$ cat src/rtl/io_timer_pkg.sv
// Shared definitions for the IO timer and its IO bus slave port.
package io_timer_pkg;

    // Register indices, taken from io_addr[3:2]
    localparam logic [1:0] REG_CTRL    = 2'd0;
    localparam logic [1:0] REG_COUNT   = 2'd1;
    localparam logic [1:0] REG_COMPARE = 2'd2;
    localparam logic [1:0] REG_STATUS  = 2'd3;

    // CTRL bit positions
    localparam int unsigned CTRL_EN          = 0;
    localparam int unsigned CTRL_AUTO_RELOAD = 1;
    localparam int unsigned CTRL_IRQ_EN      = 2;
    localparam int unsigned CTRL_W           = 3;

    // STATUS bit positions
    localparam int unsigned STATUS_MATCH = 0;

    typedef enum logic {
        SLV_IDLE = 1'b0,
        SLV_WAIT = 1'b1
    } slv_state_e;

    // Replace the byte lanes of old_v selected by be with those of new_v
    function automatic logic [31:0] merge_bytes(input logic [31:0] old_v,
                                                input logic [31:0] new_v,
                                                input logic [3:0]  be);
        logic [31:0] res;
        res = old_v;
        for (int i = 0; i < 4; i++) begin
            if (be[i]) begin
                res[8*i +: 8] = new_v[8*i +: 8];
            end else begin
                res[8*i +: 8] = old_v[8*i +: 8];
            end
        end
        return res;
    endfunction

endpackage

$ cat src/rtl/io_slave_port.sv
// Generic IO bus responder front end: window decode, wait-state FSM and
// the registered one-cycle io_ready pulse. Register storage lives outside.
module io_slave_port
    import io_timer_pkg::*;
#(
    parameter logic [31:0] BASE_ADDR   = 32'h8000_0000,
    parameter int unsigned WAIT_STATES = 0
) (
    input  logic        clk,
    input  logic        rst_n,
    input  logic        strobe_i,
    input  logic        read_i,
    input  logic [31:0] addr_i,
    output logic        accept_o,
    output logic [1:0]  idx_o,
    output logic        rd_o,
    output logic        ready_set_o,
    output logic        ready_o
);

    localparam logic [3:0] WAIT_INIT = 4'(WAIT_STATES);

    slv_state_e state_q, state_d;
    logic [3:0] cnt_q, cnt_d;
    logic [1:0] idx_q;
    logic       rd_q;
    logic       ready_q;
    logic       accept_s;
    logic       unused_s;

    // Byte offset within a word never affects the decode
    assign unused_s = ^addr_i[1:0];

    // Window decode, next-state logic and the pulse that arms io_ready
    always_comb begin
        state_d  = state_q;
        cnt_d    = cnt_q;
        accept_s = strobe_i && (addr_i[31:4] == BASE_ADDR[31:4]) && (state_q == SLV_IDLE);
        case (state_q)
            SLV_IDLE: begin
                if (accept_s) begin
                    state_d = SLV_WAIT;
                    cnt_d   = WAIT_INIT;
                end else begin
                    state_d = SLV_IDLE;
                end
            end
            SLV_WAIT: begin
                if (cnt_q == 4'd0) begin
                    state_d = SLV_IDLE;
                end else begin
                    cnt_d = cnt_q - 4'd1;
                end
            end
            default: begin
                state_d = SLV_IDLE;
                cnt_d   = 4'd0;
            end
        endcase
        // io_ready is high in the WAIT cycle whose counter reads zero
        ready_set_o = (state_d == SLV_WAIT) && (cnt_d == 4'd0);
        accept_o    = accept_s;
        // In the strobe cycle the latched copies are not yet valid
        idx_o       = accept_s ? addr_i[3:2] : idx_q;
        rd_o        = accept_s ? read_i      : rd_q;
    end

    // FSM state, wait counter, latched request and registered io_ready
    always_ff @(posedge clk or negedge rst_n) begin
        if (!rst_n) begin
            state_q <= SLV_IDLE;
            cnt_q   <= 4'd0;
            idx_q   <= 2'd0;
            rd_q    <= 1'b0;
            ready_q <= 1'b0;
        end else begin
            state_q <= state_d;
            cnt_q   <= cnt_d;
            ready_q <= ready_set_o;
            if (accept_s) begin
                idx_q <= addr_i[3:2];
                rd_q  <= read_i;
            end
        end
    end

    assign ready_o = ready_q;

endmodule

$ cat src/rtl/io_timer.sv
// Free-running 32-bit timer with compare match, auto-reload and a level
// interrupt, exposed as four 32-bit registers on the IO bus.
module io_timer
    import io_timer_pkg::*;
#(
    parameter logic [31:0] BASE_ADDR   = 32'h8000_0000,
    parameter int unsigned WAIT_STATES = 0
) (
    input  logic        clk,
    input  logic        rst_n,
    input  logic        io_addr_strobe,
    input  logic        io_read_strobe,
    input  logic        io_write_strobe,
    input  logic [31:0] io_addr,
    input  logic [3:0]  io_byte_enable,
    input  logic [31:0] io_write_data,
    output logic [31:0] io_read_data,
    output logic        io_ready,
    output logic        irq
);

    logic              accept_s, rd_s, ready_set_s, wr_s, hit_s, w1c_s;
    logic [1:0]        idx_s;
    logic [CTRL_W-1:0] ctrl_q, ctrl_d;
    logic [31:0]       count_q, count_d, compare_q, compare_d;
    logic              match_q, match_d, irq_q, irq_d;
    logic [31:0]       rdata_q, rdata_d, reg_mux_s;

    io_slave_port #(
        .BASE_ADDR   (BASE_ADDR),
        .WAIT_STATES (WAIT_STATES)
    ) u_port (
        .clk         (clk),
        .rst_n       (rst_n),
        .strobe_i    (io_addr_strobe),
        .read_i      (io_read_strobe),
        .addr_i      (io_addr),
        .accept_o    (accept_s),
        .idx_o       (idx_s),
        .rd_o        (rd_s),
        .ready_set_o (ready_set_s),
        .ready_o     (io_ready)
    );

    // Register next-state: counting, match detection and software writes
    always_comb begin
        ctrl_d    = ctrl_q;
        count_d   = count_q;
        compare_d = compare_q;
        match_d   = match_q;
        wr_s      = accept_s && io_write_strobe;
        hit_s     = ctrl_q[CTRL_EN] && (count_q == compare_q);
        w1c_s     = wr_s && (io_addr[3:2] == REG_STATUS) && io_byte_enable[0]
                    && io_write_data[STATUS_MATCH];
        if (hit_s && ctrl_q[CTRL_AUTO_RELOAD]) begin
            count_d = 32'h0000_0000;
        end else if (ctrl_q[CTRL_EN]) begin
            count_d = count_q + 32'd1;
        end else begin
            count_d = count_q;
        end
        if (wr_s) begin
            case (io_addr[3:2])
                REG_CTRL: begin
                    if (io_byte_enable[0]) begin
                        ctrl_d = io_write_data[CTRL_W-1:0];
                    end else begin
                        ctrl_d = ctrl_q;
                    end
                end
                // Software write wins; unwritten lanes keep the pre-increment value
                REG_COUNT:   count_d   = merge_bytes(count_q, io_write_data, io_byte_enable);
                REG_COMPARE: compare_d = merge_bytes(compare_q, io_write_data, io_byte_enable);
                default:     ctrl_d    = ctrl_q;
            endcase
        end else begin
            ctrl_d = ctrl_q;
        end
        // A new match outranks a same-cycle clear
        if (hit_s) begin
            match_d = 1'b1;
        end else if (w1c_s) begin
            match_d = 1'b0;
        end else begin
            match_d = match_q;
        end
        irq_d = match_d & ctrl_d[CTRL_IRQ_EN];
    end

    // Read multiplexer; data is only driven in the io_ready cycle
    always_comb begin
        case (idx_s)
            REG_CTRL:    reg_mux_s = {{(32-CTRL_W){1'b0}}, ctrl_q};
            REG_COUNT:   reg_mux_s = count_q;
            REG_COMPARE: reg_mux_s = compare_q;
            REG_STATUS:  reg_mux_s = {31'h0000_0000, match_q};
            default:     reg_mux_s = 32'h0000_0000;
        endcase
        if (ready_set_s && rd_s) begin
            rdata_d = reg_mux_s;
        end else begin
            rdata_d = 32'h0000_0000;
        end
    end

    // Timer registers and registered outputs
    always_ff @(posedge clk or negedge rst_n) begin
        if (!rst_n) begin
            ctrl_q    <= {CTRL_W{1'b0}};
            count_q   <= 32'h0000_0000;
            compare_q <= 32'hFFFF_FFFF;
            match_q   <= 1'b0;
            irq_q     <= 1'b0;
            rdata_q   <= 32'h0000_0000;
        end else begin
            ctrl_q    <= ctrl_d;
            count_q   <= count_d;
            compare_q <= compare_d;
            match_q   <= match_d;
            irq_q     <= irq_d;
            rdata_q   <= rdata_d;
        end
    end

    assign io_read_data = rdata_q;
    assign irq          = irq_q;

endmodule

$ cat config.mk
export PLATFORM = sky130hd
export DESIGN_NAME = io_timer
export DESIGN_NICKNAME = d
export VERILOG_FILES = /design/src/rtl/io_timer_pkg.sv /design/src/rtl/io_slave_port.sv /design/src/rtl/io_timer.sv
export SDC_FILE = /design/constraint.sdc
export NUM_CORES = 1
export LEC_CHECK = 0
export BUFFER_PORTS_ARGS = -buffer_cell sky130_fd_sc_hd__buf_2
export CORE_MARGIN = 2
export CORE_UTILIZATION = 45
export DETAILED_ROUTE_END_ITERATION = 7
export PLACE_DENSITY_LB_ADDON = 0.1
export REMOVE_ABC_BUFFERS = 1
export SYNTH_ARGS = -nofsm -noshare
export SYNTH_HDL_FRONTEND = slang
export SYNTH_SLANG_ARGS = --single-unit
$ cat constraint.sdc
create_clock -name clk -period 3.15 [get_ports clk]
set_clock_uncertainty 0.2 [all_clocks]
set_input_delay 0.4725 -clock clk [delete_from_list [all_inputs] [get_ports clk]]
set_output_delay 0.4725 -clock clk [all_outputs]
set_load 0.02 [all_outputs]
==> impl_table.tex <==
\begin{tabular}{lr}
\hline
Metric & Value \\
\hline
\multicolumn{2}{l}{\textbf{Place}} \\
\quad Number of port buffers & 104 \\
\quad Detailed placer's ending HPWL & 11700 um \\
\quad Routability cong. & 0.907 \\
\quad Placed cells & 851 \\
\quad Placement Setup Slack & 205 ps \\
\quad Post-detailed-placement cell area & 0.00676 sq mm \\
\multicolumn{2}{l}{\textbf{Route}} \\
\quad Total wire length & 16700 um \\
\quad First-pass detailed-route iteration total & 5 \\
\quad Vias & 5069 \\
\quad Total DRC errors in the routed layout & 0 \\
\quad DRT iter0 DRCs & 308 \\
\quad Via/cell ratio & 5.84 \\
\quad WL/cell & 19.2 um \\
\quad Number of nets with antenna violations after routing & 0 \\
\multicolumn{2}{l}{\textbf{Timing}} \\
\quad FMAX & 346 MHz \\
\quad Actual transition at the worst max-transition pin & 649 ps \\
\quad Crit share post-route & 91.7\% \\
\quad Slack of the critical path & 262 ps \\
\quad Final critical delay including setup and external delays & 2890 ps \\
\quad Number of setup violations in the final report & 0 \\
\quad Final Slew Violations & 0 \\
\quad Final hold violation count & 0 \\
\quad Remaining max-slew budget at the tightest pin & 56.7\% \\
\quad Setup repair after global routing missed its margin & false \\
\multicolumn{2}{l}{\textbf{Global routing}} \\
\quad Met2 Resource Use GR & 41.2\% \\
\quad Largest net degree at the start of global routing & 47 \\
\quad Global-route wire length before repair & 27600 um \\
\quad Routing usage on met1 & 31.7\% \\
\quad GRT Residual Overflow & 0 \\
\quad Antenna violations before repair & 0 \\
\quad GRT Resource Usage Total & 24.9\% \\
\quad Number of global-route vias before repair & 5287 \\
\quad Met3 track demand over resource & 4.31\% \\
\quad Global route hottest layer & met2 \\
\multicolumn{2}{l}{\textbf{Min path}} \\
\quad Worst Hold Path Cells & 3 \\
\quad Hold Path Sink & ctrl\_q[1]\$\_DFFE\_PN0P\_ \\
\quad Start point of the worst min-delay path & io\_write\_data[1] \\
\quad Class of the worst hold path & in -> reg \\
\multicolumn{2}{l}{\textbf{Finish}} \\
\quad Post-layout nets & 766 \\
\quad Antenna diode count & 0 \\
\quad Post-layout instance count excluding filler cells & 868 \\
\quad Fraction of final layout cells with drive strength greater than 1 & 32.2\% \\
\quad Area growth syn-to-layout & 18.7\% \\
\quad Total non-filler cell area in the finished layout & 0.00705 sq mm \\
\multicolumn{2}{l}{\textbf{Die}} \\
\quad Height of the chip & 119 um \\
\quad Chip Width & 119 um \\
\quad Number of top-level design ports & 107 \\
\quad Die area & 0.0141 sq mm \\
\quad Number of placement rows & 41 \\
\quad Floorplan Core Area & 0.0128 sq mm \\
\quad Starting density of the core & 46.5\% \\
\multicolumn{2}{l}{\textbf{Power and ir drop}} \\
\quad Power per cell area & 376 mW/mm\^{}2 \\
\quad Leak pwr & 3.32 nW \\
\quad Peak supply drop & 0.319 mV \\
\multicolumn{2}{l}{\textbf{Critical path}} \\
\quad Worst path slowest cell & sky130\_fd\_sc\_hd\_\_or3b\_2 \\
\quad Type of origin of the critical path & register \\
\quad Sort of element at the end of the critical path & register \\
\quad Highest net fanout along the worst path & 20 \\
\quad Kind of cell with the highest combined delay on the critical path & simple AND/OR/NAND/NOR gates \\
\quad Path type of the worst setup path & reg -> reg \\
\quad Critical Path RT & 3190 ps \\
\quad Flop-to-flop setup slack & 260 ps \\
\quad CP cell instances & xnor2\_1 -> nand4\_1 -> or3b\_2 -> o41ai\_4 -> buf\_4 -> o21ai\_1 -> a221o\_1 \\
\quad Cell depth of the worst flop-to-flop path & 7 \\
\quad Signal arrival time at the worst endpoint & 2930 ps \\
\quad Reg-to-reg critical path endpoint & count\_q[7]\$\_DFFE\_PN0P\_ \\
\quad Max incr delay on CP & 550 ps \\
\quad Origin of the critical flop-to-flop path & count\_q[29]\$\_DFFE\_PN0P\_ \\
\quad Worst path buffer plus inverter count & 1 \\
\multicolumn{2}{l}{\textbf{Clock tree}} \\
\quad Number of gates resized after cts & 0 \\
\quad Level count of the clock H-tree & 3 \\
\quad Sink count of the clock tree & 110 \\
\quad Num CTS Buffers & 9 \\
\quad Post-CTS Setup Inserts & 0 \\
\quad CTS clock-pin slew for the worst setup and hold paths & 70 ps \\
\quad CTS root buffer & sky130\_fd\_sc\_hd\_\_clkbuf\_16 \\
\quad TritonCTS clock tree & done \\
\quad Max Buffers Root-to-Sink & 2 \\
\quad Clock latency of the later-clocked register in the worst-skew pair & 360 ps \\
\multicolumn{2}{l}{\textbf{Yosys}} \\
\quad Mapped Avg Cell Area & 10.1 sq um \\
\quad Count of flip-flops with a built-in enable after synthesis & 0 \\
\quad Top flip-flop cell by instance count after synthesis & sky130\_fd\_sc\_hd\_\_dfrtp\_1 \\
\quad Post-Syn Area & 0.00594 sq mm \\
\quad Gate Count Post-Synth & 587 \\
\quad Biggest area contributors in the synthesized netlist & sky130\_fd\_sc\_hd\_\_dfrtp\_1 (33\%), sky130\_fd\_sc\_hd\_\_dfstp\_2 (14\%), sky130\_fd\_sc\_hd\_\_mux2\_2 (6.8\%), sky130\_fd\_sc\_hd\_\_a22oi\_1 (3.8\%), sky130\_fd\_sc\_hd\_\_xor2\_1 (3.4\%) \\
\quad Register area share after synthesis & 47.0\% \\
\quad Share of synthesized flip-flops with an asynchronous set or reset & 100\% \\
\quad Fraction of post-synthesis cell area in the top cell type by area & 32.8\% \\
\quad Synth warnings & 0 \\
\quad Distinct cell type count of the synthesized netlist & 59 \\
\quad Number of synthesized register bits & 110 \\
\quad Most area-hungry cell type in the Yosys netlist & sky130\_fd\_sc\_hd\_\_dfrtp\_1 \\
\multicolumn{2}{l}{\textbf{Run}} \\
\quad \# Max-Cap Violations & 0 \\
\multicolumn{2}{l}{\textbf{Outcome}} \\
\quad Status & finished, final reports clean \\
\hline
\end{tabular}
flip-flops by register name, indices dropped and copies added, names as in the netlist:
signal,count
u_port.rd_q,1
compare_q,32
u_port.idx_q,2
io_read_data,32
ctrl_q,3
count_q,32
irq,1
u_port.ready_o,1
u_port.state_q,1
match_q,1
u_port.cnt_q,4
layout by cell type (no fill, tap or decap), drive strengths merged, types with 9 or more instances in the layout:
cell type,instances
inv,14
clkbuf,13
and3,12
nand3,40
a22oi,30
nand2,27
o21ai,23
nor4,17
nor3,9
nor2,50
dfstp,32
buf,129
dfrtp,78
o22ai,11
mux2,36
nand4,24
xnor2,16
xor2,23
per-layer routing:
metal | part of all wire [%] | vias up
li1 | - | 2380
met1 | 43 | 2481
met2 | 48 | 173
met3 | 5.4 | 35
met4 | 2.8 | 0
met5 | 0 | -
metrics by stage:
step | setup TNS [ps] | power, W | util [%] | hold WS (ps)
2_1_floorplan | -14000 | 0.00145 | - | -23.1
3_3_place_gp | 0 | 0.00155 | 52.9 | 286
3_5_place_dp | 0 | 0.00156 | 52.9 | 297
4_1_cts | 0 | 0.00268 | 55.2 | 152
5_1_grt | 0 | 0.00274 | 55.2 | 165
6_report | 0 | 0.00265 | 55.2 | 152
worst max path at each step:
stage	start	end	cells after the start
final	count_q[29]$_DFFE_PN0P_	count_q[7]$_DFFE_PN0P_	7
after global routing	count_q[29]$_DFFE_PN0P_	count_q[7]$_DFFE_PN0P_	7
after CTS	count_q[29]$_DFFE_PN0P_	count_q[7]$_DFFE_PN0P_	7
after detailed placement	io_addr[22]	count_q[3]$_DFFE_PN0P_	8
after global placement	io_addr[19]	count_q[4]$_DFFE_PN0P_	8
after floorplan	io_addr[22]	io_read_data[10]$_DFF_PN0_	6
report_power, final:
part,internal (W),switching (W)
clock,0.000601,0.000517
combinational,0.0000445,0.0000725
sequential,0.00141,0.000000000182
total,0.00206,0.000590
worst reg2reg max path, cell delays in order, from the launching register on:
cell	delay, ps
sky130_fd_sc_hd__dfrtp_1	460
sky130_fd_sc_hd__xnor2_1	390
sky130_fd_sc_hd__nand4_1	180
sky130_fd_sc_hd__or3b_2	550
sky130_fd_sc_hd__o41ai_4	250
sky130_fd_sc_hd__buf_4	310
sky130_fd_sc_hd__o21ai_1	110
sky130_fd_sc_hd__a221o_1	310
synth_stat cells, types with 3 or more instances:
cell	n
sky130_fd_sc_hd__nand2b_1	7
sky130_fd_sc_hd__mux2i_1	8
sky130_fd_sc_hd__dfrtp_1	78
sky130_fd_sc_hd__nor3_1	9
sky130_fd_sc_hd__xor2_1	23
sky130_fd_sc_hd__o21ai_0	21
sky130_fd_sc_hd__or3_1	5
sky130_fd_sc_hd__nor4_1	15
sky130_fd_sc_hd__buf_2	12
sky130_fd_sc_hd__a31oi_1	5
sky130_fd_sc_hd__inv_1	14
sky130_fd_sc_hd__nand4_1	23
sky130_fd_sc_hd__and4_1	7
sky130_fd_sc_hd__dfstp_2	32
sky130_fd_sc_hd__clkbuf_1	20
sky130_fd_sc_hd__nor4bb_1	3
sky130_fd_sc_hd__nor2b_1	3
sky130_fd_sc_hd__a211oi_1	3
sky130_fd_sc_hd__and3_1	12
sky130_fd_sc_hd__nor2_1	50
sky130_fd_sc_hd__a221o_1	6
sky130_fd_sc_hd__a21o_1	6
sky130_fd_sc_hd__mux2_2	36
sky130_fd_sc_hd__nand2_1	27
sky130_fd_sc_hd__and2_1	7
sky130_fd_sc_hd__o22ai_1	11
sky130_fd_sc_hd__nand3b_1	5
sky130_fd_sc_hd__nor3b_1	6
sky130_fd_sc_hd__a21boi_0	3
sky130_fd_sc_hd__xnor2_1	16
sky130_fd_sc_hd__nand3_1	40
sky130_fd_sc_hd__a22oi_1	30
sky130_fd_sc_hd__a21oi_1	8
logic make-up after synthesis:
logic type,synth area share (%)
xor+xnor,5.75
fa+ha+maj,0.421
flops,47.0
mux,8.17
simple gates,21.1
buf+inv,3.85
compound gates,13.7
timing repair:
action                                  in CTS  in global routing
endpoints found under the setup margin       0                  0
hold buffers                                 1                  0
endpoints found under the hold margin       29                  0
area by class of cell:
| cell class | count | area, sq um |
|---|---|---|
| fill | 1172 | 5720 |
| multi-input combinational | 426 | 2950 |
| sequential | 110 | 2790 |
| timing repair buffer | 130 | 758 |
| clock buffer | 13 | 270 |
| tap | 172 | 215 |
| inverter | 14 | 52.6 |
| clock inverter | 3 | 18.8 |
Note: power is estimated with default switching activity, not from simulation.
